[config.mk]
export PLATFORM = sky130hd
export DESIGN_NAME = ternary_vec_engine_flat
export DESIGN_NICKNAME = d
export VERILOG_FILES = /design/src/rtl/ternary_vec_engine_if.sv /design/src/rtl/ternary_vec_engine.sv /design/src/flat_wrapper.sv
export SDC_FILE = /design/constraint.sdc
export NUM_CORES = 2
export LEC_CHECK = 0
export ABC_CLOCK_PERIOD_IN_PS = 34800
export BUFFER_PORTS_ARGS = -buffer_cell sky130_fd_sc_hd__buf_2
export CORE_MARGIN = 10
export CORE_UTILIZATION = 30
export CTS_CLUSTER_DIAMETER = 50
export DETAILED_ROUTE_END_ITERATION = 16
export PLACE_DENSITY_LB_ADDON = 0.3
export SETUP_SLACK_MARGIN = 0.1
export SYNTH_ARGS = -nofsm -noshare
export SYNTH_HDL_FRONTEND = slang
export SYNTH_SLANG_ARGS = --single-unit
[constraint.sdc]
create_clock -name clk -period 34.8 [get_ports clk]
set_input_delay 6.96 -clock clk [delete_from_list [all_inputs] [get_ports clk]]
set_output_delay 6.96 -clock clk [all_outputs]
set_load 0.01 [all_outputs]
[src/rtl/ternary_vec_engine_if.sv]
// Start/busy/done bus of the ternary vector engine.
// Carries operands in and the committed result out.
interface ternary_vec_engine_if #(
    parameter int N = 16,
    parameter int W = 16
);
    logic             start;
    logic [1:0]       mode;
    logic [N*W-1:0]   vec_a;
    logic [N*W-1:0]   vec_b;
    logic [N*N*2-1:0] mat;
    logic             busy;
    logic             done;
    logic             sat;
    logic [N*W-1:0]   result;

    modport master (
        output start, mode, vec_a, vec_b, mat,
        input  busy, done, sat, result
    );

    modport slave (
        input  start, mode, vec_a, vec_b, mat,
        output busy, done, sat, result
    );
endinterface

[src/rtl/ternary_vec_engine.sv]
// Vector ADD/SUB/MUL and ternary matrix x vector engine.
// One output element per cycle, result committed on done.
module ternary_vec_engine #(
    parameter int N    = 16,
    parameter int W    = 16,
    parameter int FRAC = 8
) (
    input logic                 clk,
    input logic                 rst,
    ternary_vec_engine_if.slave bus
);
    localparam int KW = $clog2(N);
    localparam int AW = W + $clog2(N) + 1;
    localparam int XW = (2 * W > AW) ? 2 * W : AW;
    localparam logic [KW-1:0] LAST = KW'(N - 1);
    localparam logic signed [XW-1:0] MAXV =
        {{(XW - W + 1){1'b0}}, {(W - 1){1'b1}}};
    localparam logic signed [XW-1:0] MINV =
        {{(XW - W + 1){1'b1}}, {(W - 1){1'b0}}};

    typedef enum logic {
        IDLE,
        RUN
    } state_t;

    state_t state;
    state_t state_next;

    logic [1:0]          mode_q;
    logic signed [W-1:0] a_q  [N];
    logic signed [W-1:0] b_q  [N];
    logic [1:0]          w_q  [N][N];
    logic signed [W-1:0] work [N];
    logic [KW-1:0]       k;
    logic                sat_run;
    logic                accept;
    logic                last;
    logic signed [XW-1:0] wide;
    logic signed [W-1:0]  elem;
    logic                 clamp;

    assign bus.busy = (state == RUN);

    // State register.
    always_ff @(posedge clk) begin
        if (rst) begin
            state <= IDLE;
        end else begin
            state <= state_next;
        end
    end

    // Next state: accept when idle, leave RUN after the last element.
    always_comb begin
        state_next = state;
        accept     = 1'b0;
        last       = 1'b0;
        unique case (state)
            IDLE: begin
                if (bus.start) begin
                    accept     = 1'b1;
                    state_next = RUN;
                end
            end
            RUN: begin
                if (k == LAST) begin
                    last       = 1'b1;
                    state_next = IDLE;
                end
            end
            default: state_next = IDLE;
        endcase
    end

    // Element k at a width that cannot wrap, then clamp to W bits.
    always_comb begin
        logic signed [XW-1:0] ax;
        logic signed [XW-1:0] bx;
        logic signed [XW-1:0] aj;
        logic signed [XW-1:0] acc;
        logic [1:0]           w;
        ax    = {{(XW - W){a_q[k][W-1]}}, a_q[k]};
        bx    = {{(XW - W){b_q[k][W-1]}}, b_q[k]};
        aj    = '0;
        acc   = '0;
        w     = '0;
        wide  = '0;
        elem  = '0;
        clamp = 1'b0;
        unique case (mode_q)
            2'd0: wide = ax + bx;
            2'd1: wide = ax - bx;
            2'd2: wide = (ax * bx) >>> FRAC;
            default: begin
                for (int j = 0; j < N; j++) begin
                    aj = {{(XW - W){a_q[j][W-1]}}, a_q[j]};
                    w  = w_q[k][j];
                    if (w[0]) begin
                        acc = w[1] ? acc - aj : acc + aj;
                    end
                end
                wide = acc;
            end
        endcase
        if (wide > MAXV) begin
            elem  = MAXV[W-1:0];
            clamp = 1'b1;
        end else if (wide < MINV) begin
            elem  = MINV[W-1:0];
            clamp = 1'b1;
        end else begin
            elem = wide[W-1:0];
        end
    end

    // Snapshot on accept, fill the buffer, commit result on the last element.
    always_ff @(posedge clk) begin
        if (rst) begin
            k          <= '0;
            sat_run    <= 1'b0;
            mode_q     <= '0;
            bus.done   <= 1'b0;
            bus.sat    <= 1'b0;
            bus.result <= '0;
            for (int i = 0; i < N; i++) begin
                work[i] <= '0;
                a_q[i]  <= '0;
                b_q[i]  <= '0;
                for (int j = 0; j < N; j++) begin
                    w_q[i][j] <= '0;
                end
            end
        end else begin
            bus.done <= last;
            if (accept) begin
                mode_q  <= bus.mode;
                k       <= '0;
                sat_run <= 1'b0;
                for (int i = 0; i < N; i++) begin
                    a_q[i] <= bus.vec_a[i*W +: W];
                    b_q[i] <= bus.vec_b[i*W +: W];
                    for (int j = 0; j < N; j++) begin
                        w_q[i][j] <= bus.mat[(i*N + j)*2 +: 2];
                    end
                end
            end
            if (state == RUN) begin
                work[k] <= elem;
                sat_run <= sat_run | clamp;
                k       <= last ? '0 : k + KW'(1);
            end
            if (last) begin
                bus.sat <= sat_run | clamp;
                for (int i = 0; i < N; i++) begin
                    bus.result[i*W +: W] <= (i == N - 1) ? elem : work[i];
                end
            end
        end
    end
endmodule

[src/flat_wrapper.sv]
// flat-port wrapper written by rule: the top's interface ports become plain ports
module ternary_vec_engine_flat 
#(
    parameter int N    = 16,
    parameter int W    = 16,
    parameter int FRAC = 8
)
  (clk, rst, bus_start, bus_mode, bus_vec_a, bus_vec_b, bus_mat, bus_busy, bus_done, bus_sat, bus_result);
  ternary_vec_engine_if #(.N(N), .W(W)) bus_i ();
  input logic clk;
  input logic rst;
  input wire logic [$bits(bus_i.start)-1:0] bus_start;
  input wire logic [$bits(bus_i.mode)-1:0] bus_mode;
  input wire logic [$bits(bus_i.vec_a)-1:0] bus_vec_a;
  input wire logic [$bits(bus_i.vec_b)-1:0] bus_vec_b;
  input wire logic [$bits(bus_i.mat)-1:0] bus_mat;
  output wire logic [$bits(bus_i.busy)-1:0] bus_busy;
  output wire logic [$bits(bus_i.done)-1:0] bus_done;
  output wire logic [$bits(bus_i.sat)-1:0] bus_sat;
  output wire logic [$bits(bus_i.result)-1:0] bus_result;
  assign bus_i.start = bus_start;
  assign bus_i.mode = bus_mode;
  assign bus_i.vec_a = bus_vec_a;
  assign bus_i.vec_b = bus_vec_b;
  assign bus_i.mat = bus_mat;
  assign bus_busy = bus_i.busy;
  assign bus_done = bus_i.done;
  assign bus_sat = bus_i.sat;
  assign bus_result = bus_i.result;
  ternary_vec_engine #(.N(N), .W(W), .FRAC(FRAC)) u_core (.clk(clk), .rst(rst), .bus(bus_i));
endmodule
; Yosys cells after proc, flatten, opt, wreduce, memory -nomap -nowiden
; Memory sizes are Yosys's and may differ from the RTL's. A register that Yosys moved wholly into a read port is not among the register bits.
; Index checks and enable logic that the tools add are counted.
[word_totals]
inputBits = 1029
rom_bits = 0
wordCells = 713
out_inout_bits = 259
reg_bits = 266
n_memories = 4
mem_bits_rw = 1280
latch_bits = 0
[classes]
n_mul = 1
muxes = 368
magnitude_cmp = 2
addsub = 34
bitwise = 290
reduce_logical = 4
n_div = 0
n_eq_ne = 3
n_shift = 0
[memory_table]
columns = memory, depth, width, read_ports, rd_ports_with_merged_regs, write_ports, line_no
row1 = u_core.w_q, 16, 32, 1, 1, 16, ternary_vec_engine.sv:32  ; logic [1:0] w_q [N][N];
row2 = u_core.a_q, 16, 16, 17, 1, 16, ternary_vec_engine.sv:30  ; logic signed [W-1:0] a_q [N];
row3 = u_core.b_q, 16, 16, 1, 1, 16, ternary_vec_engine.sv:31  ; logic signed [W-1:0] b_q [N];
row4 = u_core.work, 16, 16, 15, 15, 16, ternary_vec_engine.sv:33  ; logic signed [W-1:0] work [N];
[op_table]
columns = op, count
row1 = $mux W32, 47
row2 = $mux W16, 35
row3 = $mux W2, 256
row4 = $add A32 B16 Y32, 15
row5 = $sub A32 B16 Y32, 15
row6 = $or A1 B1 Y1, 289
row7 = $pmux W32 S3, 1
row8 = $mux W4, 10
row9 = $gt A32 B16 Y1 const B, 1
row10 = $lt A32 B16 Y1 const B, 1
row11 = $mul A16 B16 Y32, 1
row12 = $mux W1, 18
row13 = $add A16 B16 Y17, 1
row14 = $sub A1 B16 Y17 const A, 1
row15 = $sub A16 B16 Y17, 1
row16 = $reduce_or A16 Y1, 1
row17 = $add A4 B1 Y4 const B, 1
row18 = $eq A4 B4 Y1 const B, 1
row19 = $reduce_or A3 Y1, 1
row20 = $eq A2 B1 Y1 const B, 1
row21 = $eq A2 B2 Y1 const B, 1
row22 = $logic_not A2 Y1, 1
row23 = $pmux W1 S2, 1
row24 = $reduce_bool A2 Y1, 1
row25 = $not A1 Y1, 1

; Logic depth before layout (Yosys ltp)
[depth]
ltp_word = 69
mapped_depth = 128
mapped_depth_nobuf = 123

; Worst setup path before layout
; No wires, ideal clock.
[synth_timing]
path_type = input to register
startpoint = input rst
endpoint = register with a tool-made name
setup_slack_ps = 6370
setup_ps = 1002
n_path_buf = 1
cell_stages = 4
t_arrival_ps = 27428
cell_sequence = clkbuf_1 > a21oi_1 > inv_1 > nor2_1
[synth_lines]
columns = item, line_no
row1 = from (decl), flat_wrapper.sv:11  ; input logic rst;

==> out/qor.yml <==
critical_path:
  crit_type: "register to register"
  cp_slowest_cell: "sky130_fd_sc_hd__a21oi_2"
  ff2ff_path_depth: 113
  worst-endpoint-arrival_ps: 30780
  timing.rr.end: "u_core.work[0][3]$_SDFFCE_PN0P_"
  critical_path.startpoint_type: "register"
  worst_ep_required_time_ps: 35320
  most_frequent_cell_on_the_critical_path: "sky130_fd_sc_hd__ha_1"
  crit_fanout: 43
  critPathCaptureType: "register"
  worst_path_largest_cell_delay_ps: 970
  r2r_setup_slack_ps: 4540
clocking:
  tritoncts.num_buffers: 206
  clkSlewWorstSetupHoldPaths_ps: 60
  cts.repair.resized: 0
  post_cts.repair.setup_buffers: 0
  htreeDepth: 4
  total_number_of_clock_tree_sinks: 1534
  clkLatencyLatePin_ps: 950
  cts-hold-fix-buffers: 0
  ctsRootBufferMaster: "sky130_fd_sc_hd__clkbuf_16"
  tritoncts_clock_tree: "yes"
  clock_tree.buffer_depth: 4
drt:
  routed_wire_length_per_instance_um: 25.1
  antenna_violating_nets_post_route: 0
  drc_violation_count_after_routing: 0
  first_pass_iters: 6
  via_per_inst: 5.10
  vias: 85000
  detail_route.iter0.violations: 6812
  routed_wirelength_um: 419000
finish:
  utilization_after_layout_pct: 35.4
  areaGrowthSynthToFinish_pct: 17.4
  final_design_area_no_fill_um2: 127000
  finalNetCount: 13500
  mostFrequentLayoutCells: "sky130_fd_sc_hd__buf_2 (1286), sky130_fd_sc_hd__edfxtp_1 (1264), sky130_fd_sc_hd__and2_1 (1002), sky130_fd_sc_hd__nor2_1 (966), sky130_fd_sc_hd__inv_1 (613)"
  share_of_cells_above_drive_strength_1_pct: 19.3
  layout.cells.non_filler: 16700
  layout_commonest_cell: "sky130_fd_sc_hd__buf_2"
synthesis:
  synth_warnings: 0
  synth-edff-count: 1264
  synth_area_um2: 109000
  synth_area_per_inst_um2: 10.3
  ys_seq_area_share_pct: 39.9
  total_nets_after_synthesis: 12400
  ys_async_sr_fraction_pct: 0
  synth_ff_type: "sky130_fd_sc_hd__edfxtp_1"
  yosysUniqueCellTypes: 126
  flop_and_latch_count_out_of_synthesis: 1534
  number_of_instances_in_the_synthesized_netlist: 10500
flow_run:
  cap_viol_max_count: 0
floorplan:
  floorplan.core_area_um2: 360000
  die_y_um: 622
  starting_density_pct: 30.2
  die_area_um2: 386000
  die_x_um: 622
  boundaryPins: 1288
  placement_rows: 220
sta:
  min_clock_period_post_route_ps: 30260
  final_min_period_over_clock_period_pct: 86.9
  setup_viol: 0
  rel_slew_slack_pct: 19.3
  fmax_mhz: 33.0
  timing.hold.ws_ps: 425
  skew_final_ps: 147
  slack_of_the_critical_path_ps: 4540
  setup_total_negative_slack_ps: 0
  hold_viol_final: 0
  slew_violations: 0
  grt_setup_unrepaired: "no"
  max_slew.worst_pin.slew_ps: 1210
placement:
  dpl.cell_count: 16200
  place_ws_ps: 4950
  hpwl_um: 335000
  port-buffer-count: 1287
  postPlaceCellArea_um2: 120000
  gp_congestion: 0.942
grt:
  first_global_vias: 84100
  grt_start_max_net_pins: 233
  grt_pass1_wl_um: 594000
  track_usage_pct: 20.6
  antenna_found_initial: 123
  globalRoute.totalOverflow: 0
worst_hold_path:
  worstHoldStart: "u_core.work[3][5]$_SDFFCE_PN0P_"
  hold-path-endpoint: "bus_result[53]$_SDFFE_PP0P_"
  timing.hold.worst.class: "register to register"
  timing.hold.worst_path_depth: 1
power:
  report.power.total_mw: 13.0
  power.ir.vdd_worst_mv: 0.121
  power.density_nw_per_um2: 102
  cellLeakagePower_nw: 53.0
outcome:
  outcome: "complete, no violations"
[flip-flops by register name (all words and copies together) (netlist names), named ones only]
signal,count
bus_result,240
u_core.b_q,256
u_core.sat_run,1
u_core.w_q,512
u_core.work,240
u_core.bus.sat,1
u_core.bus.result,16
u_core.k,4
u_core.bus.busy,1
u_core.a_q,256
u_core.mode_q,2
u_core.bus.done,1
[power breakdown]
part | internal [mW] | leakage (nW) | switching, mW | total [mW]
logic | 3.59 | 33.9 | 5.02 | 8.61
registers | 2.11 | 15.7 | 0.0947 | 2.20
clock network | 1.28 | 3.41 | 0.908 | 2.19
[cells by family after synthesis]
kind of cell | after synthesis | synth area share [%]
fa+ha+maj | 870 | 11.9
simple gates | 3655 | 17.3
xor+xnor | 563 | 4.73
mux | 480 | 7.98
compound gates | 2265 | 14.0
buf+inv | 1152 | 4.04
flops | 1534 | 39.9
[cells in the mapped netlist (all sizes together) (278+ instances only)]
cell | n | area (um2)
and2 | 1006 | 6300
a21oi | 541 | 2770
nor2 | 970 | 3640
inv | 621 | 2330
nand2 | 580 | 2180
fa | 278 | 5570
edfxtp | 1264 | 38000
ha | 580 | 7260
nor2b | 290 | 1810
xnor2 | 443 | 3900
o21ai | 519 | 2610
mux4 | 298 | 6710
clkbuf | 415 | 1560
[critical path: cells and delay by family, from the launching register on]
kind | cells | cell delay, ps
muxes | 4 | 1450
and+or+nand+nor | 38 | 7890
DFF | 1 | 560
adders and majority gates | 14 | 4500
AOI/OAI and AO/OA | 45 | 12090
buffers and inverters | 2 | 720
xor gates and xnor gates | 10 | 2570
[routing by layer]
metal | share of wire, % | global-route usage (%)
met5 | 0.042 | 0
met2 | 49 | 35.9
met1 | 39 | 24.1
met3 | 5.4 | 3.17
met4 | 7.0 | 11.8
[area by class of cell]
cell class,count,area [um2]
diodes,119,298
inverters,629,2380
repair buffers,1405,7420
clock buffers,235,5320
fillers,36200,232000
flip-flops and latches,1534,43400
multi-input cells,7833,60900
clock inverters,150,1750
well taps,4773,5970
[worst max path at each step]
| stage | end | slack [ps] | cells past startpoint |
|---|---|---|---|
| 6_report | u_core.work[0][3]$_SDFFCE_PN0P_ | 4540 | 113 |
| 2_1_floorplan | register | 6370 | 4 |
| 5_1_grt | u_core.work[0][3]$_SDFFCE_PN0P_ | 1720 | 114 |
| 3_3_place_gp | u_core.work[11][3]$_SDFFCE_PN0P_ | 5390 | 114 |
| 4_1_cts | u_core.work[0][3]$_SDFFCE_PN0P_ | 4880 | 114 |
| 3_5_place_dp | u_core.work[4][3]$_SDFFCE_PN0P_ | 4950 | 114 |
No activity file was read; power rests on OpenSTA's default activity.
